[src/rtl/instruction_fetch_unit_if.sv]
// Fetch-side bus bundle: instruction memory port, decode handshake and redirect request.
// The master modport is the fetch unit; the slave modport is the memory/decode side.
interface instruction_fetch_unit_if;
  logic [31:0] imem_address;
  logic [31:0] imem_instruction;
  logic        inst_valid;
  logic        inst_ready;
  logic [31:0] inst_data;
  logic [31:0] inst_pc;
  logic        redirect_valid;
  logic [31:0] redirect_target;

  modport master (
    output imem_address,
    input  imem_instruction,
    output inst_valid,
    input  inst_ready,
    output inst_data,
    output inst_pc,
    input  redirect_valid,
    input  redirect_target
  );

  modport slave (
    input  imem_address,
    output imem_instruction,
    input  inst_valid,
    output inst_ready,
    input  inst_data,
    input  inst_pc,
    output redirect_valid,
    output redirect_target
  );
endinterface

[src/rtl/instruction_fetch_unit.sv]
// Instruction fetch front end: PC register, IDLE/RUN/HALT control, and a 2-entry
// in-order buffer toward decode. Head entry lives in fixed registers so outputs are registered.
module instruction_fetch_unit #(
  parameter logic [31:0] RESET_PC  = 32'h0000_0000,
  parameter int          MEM_WORDS = 256,
  parameter logic [31:0] HALT_WORD = 32'hFFFF_FFFF
) (
  input  logic                      clk,
  input  logic                      rst_n,
  input  logic                      fetch_en,
  output logic                      halted,
  instruction_fetch_unit_if.master  bus
);

  localparam logic [31:0] ADDR_MASK = 32'(MEM_WORDS * 4 - 1);

  typedef enum logic [1:0] {
    IDLE = 2'd0,
    RUN  = 2'd1,
    HALT = 2'd2
  } state_t;

  state_t      state_r, state_nx_s;
  logic [31:0] pc_r, pc_nx_s;
  logic [1:0]  count_r, count_nx_s;
  logic [31:0] head_pc_r, head_data_r, tail_pc_r, tail_data_r;
  logic [31:0] head_pc_nx_s, head_data_nx_s, tail_pc_nx_s, tail_data_nx_s;
  logic        valid_r, halted_r;
  logic        pop_s, fetch_s, push_s;

  // Handshake qualifiers; a fetched halt word is consumed but never pushed.
  always_comb begin
    pop_s   = (count_r != 2'd0) && bus.inst_ready;
    fetch_s = (state_r == RUN) && fetch_en && !bus.redirect_valid &&
              ((count_r < 2'd2) || pop_s);
    push_s  = fetch_s && (bus.imem_instruction != HALT_WORD);
  end

  // Control FSM next state; redirect outranks everything else.
  always_comb begin
    state_nx_s = state_r;
    case (state_r)
      IDLE: begin
        if (bus.redirect_valid)  state_nx_s = IDLE;
        else if (fetch_en)       state_nx_s = RUN;
        else                     state_nx_s = IDLE;
      end
      RUN: begin
        if (bus.redirect_valid)      state_nx_s = RUN;
        else if (!fetch_en)          state_nx_s = IDLE;
        else if (fetch_s && !push_s) state_nx_s = HALT;
        else                         state_nx_s = RUN;
      end
      HALT: begin
        if (bus.redirect_valid) state_nx_s = RUN;
        else                    state_nx_s = HALT;
      end
      default: state_nx_s = IDLE;
    endcase
  end

  // Buffer and PC next values; unused slots are kept at zero so an empty head reads 0.
  always_comb begin
    count_nx_s     = count_r;
    head_pc_nx_s   = head_pc_r;
    head_data_nx_s = head_data_r;
    tail_pc_nx_s   = tail_pc_r;
    tail_data_nx_s = tail_data_r;
    pc_nx_s        = pc_r;
    if (bus.redirect_valid) begin
      count_nx_s     = 2'd0;
      head_pc_nx_s   = 32'h0000_0000;
      head_data_nx_s = 32'h0000_0000;
      tail_pc_nx_s   = 32'h0000_0000;
      tail_data_nx_s = 32'h0000_0000;
      pc_nx_s        = bus.redirect_target & 32'hFFFF_FFFC & ADDR_MASK;
    end else if (pop_s && push_s) begin
      if (count_r == 2'd2) begin
        head_pc_nx_s   = tail_pc_r;
        head_data_nx_s = tail_data_r;
        tail_pc_nx_s   = pc_r;
        tail_data_nx_s = bus.imem_instruction;
      end else begin
        head_pc_nx_s   = pc_r;
        head_data_nx_s = bus.imem_instruction;
      end
      pc_nx_s = (pc_r + 32'd4) & ADDR_MASK;
    end else if (pop_s) begin
      count_nx_s     = count_r - 2'd1;
      head_pc_nx_s   = tail_pc_r;
      head_data_nx_s = tail_data_r;
      tail_pc_nx_s   = 32'h0000_0000;
      tail_data_nx_s = 32'h0000_0000;
    end else if (push_s) begin
      count_nx_s = count_r + 2'd1;
      if (count_r == 2'd0) begin
        head_pc_nx_s   = pc_r;
        head_data_nx_s = bus.imem_instruction;
      end else begin
        tail_pc_nx_s   = pc_r;
        tail_data_nx_s = bus.imem_instruction;
      end
      pc_nx_s = (pc_r + 32'd4) & ADDR_MASK;
    end else begin
      count_nx_s = count_r;
    end
  end

  // State, PC, buffer and registered status outputs.
  always_ff @(posedge clk or negedge rst_n) begin
    if (!rst_n) begin
      state_r     <= IDLE;
      pc_r        <= RESET_PC;
      count_r     <= 2'd0;
      head_pc_r   <= 32'h0000_0000;
      head_data_r <= 32'h0000_0000;
      tail_pc_r   <= 32'h0000_0000;
      tail_data_r <= 32'h0000_0000;
      valid_r     <= 1'b0;
      halted_r    <= 1'b0;
    end else begin
      state_r     <= state_nx_s;
      pc_r        <= pc_nx_s;
      count_r     <= count_nx_s;
      head_pc_r   <= head_pc_nx_s;
      head_data_r <= head_data_nx_s;
      tail_pc_r   <= tail_pc_nx_s;
      tail_data_r <= tail_data_nx_s;
      valid_r     <= (count_nx_s != 2'd0);
      halted_r    <= (state_nx_s == HALT);
    end
  end

  assign bus.imem_address = pc_r;
  assign bus.inst_valid   = valid_r;
  assign bus.inst_data    = head_data_r;
  assign bus.inst_pc      = head_pc_r;
  assign halted           = halted_r;

endmodule

[src/flat_wrapper.sv]
// flat-port wrapper written by rule: the top's interface ports become plain ports
module instruction_fetch_unit_flat 
#(
  parameter logic [31:0] RESET_PC  = 32'h0000_0000,
  parameter int          MEM_WORDS = 256,
  parameter logic [31:0] HALT_WORD = 32'hFFFF_FFFF
)
  (clk, rst_n, fetch_en, halted, bus_imem_address, bus_imem_instruction, bus_inst_valid, bus_inst_ready, bus_inst_data, bus_inst_pc, bus_redirect_valid, bus_redirect_target);
  instruction_fetch_unit_if bus_i ();
  input  logic clk;
  input  logic rst_n;
  input  logic fetch_en;
  output logic halted;
  output wire logic [$bits(bus_i.imem_address)-1:0] bus_imem_address;
  input wire logic [$bits(bus_i.imem_instruction)-1:0] bus_imem_instruction;
  output wire logic [$bits(bus_i.inst_valid)-1:0] bus_inst_valid;
  input wire logic [$bits(bus_i.inst_ready)-1:0] bus_inst_ready;
  output wire logic [$bits(bus_i.inst_data)-1:0] bus_inst_data;
  output wire logic [$bits(bus_i.inst_pc)-1:0] bus_inst_pc;
  input wire logic [$bits(bus_i.redirect_valid)-1:0] bus_redirect_valid;
  input wire logic [$bits(bus_i.redirect_target)-1:0] bus_redirect_target;
  assign bus_imem_address = bus_i.imem_address;
  assign bus_i.imem_instruction = bus_imem_instruction;
  assign bus_inst_valid = bus_i.inst_valid;
  assign bus_i.inst_ready = bus_inst_ready;
  assign bus_inst_data = bus_i.inst_data;
  assign bus_inst_pc = bus_i.inst_pc;
  assign bus_i.redirect_valid = bus_redirect_valid;
  assign bus_i.redirect_target = bus_redirect_target;
  instruction_fetch_unit #(.RESET_PC(RESET_PC), .MEM_WORDS(MEM_WORDS), .HALT_WORD(HALT_WORD)) u_core (.clk(clk), .rst_n(rst_n), .fetch_en(fetch_en), .halted(halted), .bus(bus_i));
endmodule
[config.mk]
export PLATFORM = sky130hd
export DESIGN_NAME = instruction_fetch_unit_flat
export DESIGN_NICKNAME = d
export VERILOG_FILES = /design/src/rtl/instruction_fetch_unit_if.sv /design/src/rtl/instruction_fetch_unit.sv /design/src/flat_wrapper.sv
export SDC_FILE = /design/constraint.sdc
export NUM_CORES = 1
export LEC_CHECK = 0
export BUFFER_PORTS_ARGS = -buffer_cell sky130_fd_sc_hd__clkbuf_2
export CAP_MARGIN = 20
export CORE_ASPECT_RATIO = 1.5
export CORE_MARGIN = 4
export CORE_UTILIZATION = 48
export DETAILED_ROUTE_END_ITERATION = 10
export PLACE_DENSITY = 0.78
export SYNTH_ARGS = -nofsm -noshare
export SYNTH_HDL_FRONTEND = slang
export SYNTH_SLANG_ARGS = --single-unit
export TNS_END_PERCENT = 30
[constraint.sdc]
create_clock -name clk -period 2.1 [get_ports clk]
set_input_delay 0.21 -clock clk [delete_from_list [all_inputs] [get_ports clk]]
set_output_delay 0.21 -clock clk [all_outputs]
set_load 0.02 [all_outputs]
[Word level (Yosys, flattened, before mapping)]
Cells that the tools add are included.
Word-level totals
  register bits after elaboration: 166
  logic and storage cells: 80
  output and inout port bits: 98
  input port bits: 69
Cells by class
  reduce and logical (&&, ||, !) cells: 20
  add/sub/neg operators: 3
  multiplexer cells: 39
  equal/unequal tests: 8
  order comparisons: 1
Operator list (number)
  $mux 32: 28
  $ne 32x32->1 const B: 1
  $mux 2: 9
  $add 10x3->10 const B: 1
  $reduce_bool 4->1: 2
  $logic_and 1x1->1: 7
  $eq 2x2->1 const B: 3
  $ne 3x3->1 const B: 2
  $pmux 2 s3: 1
  $logic_not 2->1: 2
  $ne 4x2->1 const B: 1
  $reduce_and 2->1: 2
  $reduce_bool 2->1: 2
  $reduce_and 3->1: 1
  $reduce_bool 3->1: 1
  $add 2x1->2 const B: 1
  $eq 2x1->1 const B: 1
  $logic_not 1->1: 2
  $lt 2x2->1 const B: 1
  $sub 2x1->2 const B: 1
  $logic_or 1x1->1: 1
  $mux 1: 1

[Longest topological paths before layout]
  depth in word-level cells: 12
  mapped depth: 9
  gate-level depth less buffers: 7

[Worst setup path after synthesis]
OpenSTA, ideal clock, no wires.
  path type: flip-flop to flip-flop
  start point: register u_core.count_r[0]
  end point: register u_core.pc_r[7], in the netlist u_core.bus.imem_address[7]
  clock period less this slack: 2.182 ns
  path buffers: 1
  setup slack: -0.082 ns
  required time: 2.017 ns
  library setup time: 0.083 ns
  data arrival time: 2.099 ns
  stages on the path, launching flop included: 9
  cells stage by stage: dfrtp_1 > inv_1 > ha_1 > nor2b_1 > o21ai_1 > a21oi_2 > buf_2 > mux2_2 > o21ai_0
Between the ends
  longest elaborated chain between the ends: 8
  elaborated cells between the ends (all ways): 12
  those cells by class: order compare: 1; eq/ne: 1; mux: 2; reduce/logical: 8
Ends and longest elaborated chain
  start: declaration: line instruction_fetch_unit.sv:25  | logic [1:0] count_r, count_nx_s;
  start signal: assignment: line instruction_fetch_unit.sv:124  | count_r <= count_nx_s;
  parallel branches: the longest is 8 deep, another holds $lt 2x2->1
  end signal: assignment: line instruction_fetch_unit.sv:123  | pc_r <= pc_nx_s;
  end: declaration: line instruction_fetch_unit.sv:24  | logic [31:0] pc_r, pc_nx_s;
Several ways; the timed one is not identified.
A chain may end at the register's enable or synchronous reset.

[Worst setup path in the final report]
  start point: register u_core.count_r[1]
  end point: register u_core.tail_data_r[3]
Between the ends
  longest elaborated chain between the ends: 8
  elaborated cells between the ends (all ways): 16
  those cells by class: order compare: 1; eq/ne: 3; mux: 3; reduce/logical: 9
Ends and longest elaborated chain
  parallel branches: the longest is 8 deep, another holds $lt 2x2->1
  end signal: assignment: line instruction_fetch_unit.sv:128  | tail_data_r <= tail_data_nx_s;
  end: declaration: line instruction_fetch_unit.sv:26  | logic [31:0] head_pc_r, head_data_r, tail_pc_r, tail_data_r;
Several ways; the timed one is not identified.

==> results.json <==
{
  "status": "finished clean",
  "syn_inst": 605,
  "dieArea_um2": 13880,
  "grt_usage": 0.2234,
  "dieHeight_um": 142.3,
  "synth-compound-area-share": 0.2500,
  "endpoint_kind": "flop",
  "nNetsFinal": 771,
  "synth-main-ff-cell": "dfrtp_1",
  "synth_top_area_frac": 0.4163,
  "place_hpwl_um": 10650,
  "synthMuxAreaShare": 0.01453,
  "wirelength_um": 15570,
  "power.total_mw": 6.730,
  "multi_input_area_um2": 3017,
  "crit_type": "reg2reg",
  "synth.area.top_cells": "dfrtp_1 42%, o2bb2ai_1 12%, and2_1 8.5%",
  "core_area_um2": 11650,
  "synthSimpleGateAreaFrac": 0.2075,
  "critPathMaxFanout": 30,
  "place_ws_ns": 0.04159,
  "min_period_over_period": 0.9652,
  "reg2reg_to": "u_core.tail_data_r[3]",
  "rsz0062_at_grt": "yes",
  "cts_root_buf": "clkbuf_16",
  "numPortBuffers": 96,
  "htreeDepth": 3,
  "drc": 0,
  "drv_slew": 0,
  "vias_per_cell": 5.915,
  "hp-class": "in2reg",
  "synth_seq_area_share": 0.4163,
  "cts_sinks": 96,
  "antenna_found_initial": 0,
  "fin_crit_ns": 2.027,
  "worst_slack_ns": 0.07298,
  "grt_pass1_wl_um": 25300,
  "drtAntennaViolNets": 0,
  "fillers": 980,
  "rows": 48,
  "startpoint": "u_core.count_r[1]",
  "syn_avg_cell_area_um2": 9.538,
  "area.sequential_um2": 2402,
  "yosysUniqueCellTypes": 48,
  "async_flop_share": 1.000,
  "cp-start-kind": "flop",
  "clk_path_buf_depth": 2,
  "cts_tree": "done",
  "syn-cell-area_um2": 5771,
  "first_pass_iters": 5,
  "drt_iter0_markers": 396,
  "areaGrowthSynthToFinish_pct": 18.73,
  "initial_core_util": 0.4953,
  "r2r_start": "u_core.count_r[1]",
  "crit_path_end": "u_core.tail_data_r[3]",
  "clock_skew_ns": 0.007260,
  "grt_max_degree": 38,
  "crit_required_ns": 2.37,
  "r2r_cells": 8,
  "via_count": 5051,
  "synth_xor_xnor_area_share": 0.003036,
  "synth_top_family_by_area": "compound AO/OA/AOI/OAI gates",
  "rrSetupSlack_ns": 0.07,
  "synth_largest_area_cell": "dfrtp_1",
  "setup_viol": 0,
  "numCtsBuffers": 9,
  "crit_arrival_ns": 2.30,
  "leakagePower_nw": 3.064,
  "grt_pass1_vias": 5016,
  "dieWidth_um": 97.53,
  "hold_viol": 0,
  "ir_drop_mv": 0.6618,
  "n_antenna_cell": 0,
  "yosys_warnings": 0,
  "clk_latency_ns": 0.35,
  "p_per_area_nw_per_um2": 982.2,
  "fmax_ghz": 0.4933,
  "wire_per_inst_um": 18.24,
  "synth_edf_count": 0,
  "clk_pin_slew_worst_paths_ns": 0.06,
  "final_layout_size_suffix_gt1_frac": 0.2443,
  "ioPinCount": 167,
  "ys_ff_latch": 96,
  "place.gp.congestion": 0.8391,
  "maxCapViolCount": 0,
  "yosys.area_share.adder": 0.006505,
  "grt_remaining_overflow": 0
}
==> synth_stat cells (6+ instances only) <==
cell,number
a211oi_1,40
a21oi_1,37
and2_1,78
buf_2,6
buf_4,47
clkbuf_1,46
dfrtp_1,96
inv_1,7
nand2_1,43
nand3b_1,38
nand4_1,8
nor2_1,6
o21ai_0,6
o2bb2ai_1,78
==> timing repair <==
item / CTS / global route
resized for setup: 0 / 11
hold buffers: 1 / 0
endpoints found under the hold margin: 27 / 0
endpoints found under the setup margin: 0 / 68
buffers inserted: 0 / 3
==> power by group <==
group | total, mW | switching (mW) | internal, mW
Sequential | 2.41 | 0.226 | 2.19
Combinational | 2.58 | 1.61 | 0.968
Clock | 1.74 | 0.717 | 1.02
==> cells by family (layout without fill, tap and decap cells) <==
group	count (synthesis)	count (layout)
fa+ha+maj	3	3
simple gates	197	197
mux	8	8
compound gates	191	191
other cells	1	46
xor+xnor	2	2
flops	96	96
buf+inv	107	161
==> critical path, stage by stage, from the launching register on <==
cell and delay [ns]:
dfrtp_1 0.40, inv_1 0.17, ha_1 0.22, buf_4 0.17
nand2b_1 0.15, buf_4 0.30, o21ai_2 0.11, buf_4 0.22
o2bb2ai_1 0.19
==> placed cells by master (no fill, tap or decap), drive strengths merged, types with 4 or more instances in the layout <==
cell,instances
a211oi,41
a21oi,38
and2,78
and3,5
buf,41
clkbuf,108
conb,46
dfrtp,96
inv,7
mux2i,5
nand2,43
nand3b,38
nand4,8
nor2,6
o21ai,8
o22ai,4
o2bb2ai,78
==> flip-flops by register name (all words and copies together), names as in the netlist <==
signal,cells
u_core.bus.inst_data,32
u_core.tail_data_r,32
u_core.bus.inst_pc,9
u_core.tail_pc_r,9
u_core.bus.imem_address,8
u_core.count_r,2
u_core.state_r,2
u_core.bus.inst_valid,1
u_core.halted,1
==> worst min-delay path by stage <==
stage	from	endpoint	slack, ns	depth (start not counted)
after detailed placement	rst_n	u_core.bus.inst_data[6]	0.17	1
after global routing	bus_redirect_target[3]	u_core.bus.imem_address[3]	0.09	3
after global placement	rst_n	u_core.tail_data_r[6]	0.16	1
after floorplan	rst_n	u_core.bus.imem_address[2]	-0.09	0
final	bus_redirect_target[2]	u_core.bus.imem_address[2]	0.08	3
after CTS	bus_redirect_target[4]	u_core.bus.imem_address[4]	0.07	3
==> layout make-up <==
cell class,instances,area share
Multi-Input combinational cell,447,0.4403
Sequential cell,96,0.3506
Timing Repair Buffer,138,0.1315
Clock buffer,12,0.03890
Tap cell,150,0.02739
Clock inverter,4,0.007487
Inverter,7,0.003835
==> metrics by stage <==
| stage | util | TNS (ns) | hold WS (ns) | instances | area (um2) |
|---|---|---|---|---|---|
| floorplan | - | 0 | -0.08559 | 650 | 5942 |
| global route | 0.5881 | -0.7385 | 0.08718 | 854 | 6852 |
| detailed placement | 0.5506 | 0 | 0.1725 | 833 | 6415 |
| CTS | 0.5787 | 0 | 0.07288 | 850 | 6743 |
| global placement | 0.5506 | 0 | 0.1578 | 833 | 6415 |
| finish | 0.5881 | 0 | 0.08255 | 854 | 6852 |
==> routing by layer <==
layer  GRT usage  share of wire  vias to the layer above  wire length [um]
met1      0.2742           0.40                     2467              6210
met2      0.3759           0.50                      239              7803
li1            -              -                     2308                 -
met3     0.03531          0.068                       37              1058
met5           0              0                        -                 0
met4      0.1247          0.032                        0               501
Power figures use the tool's default switching activity.
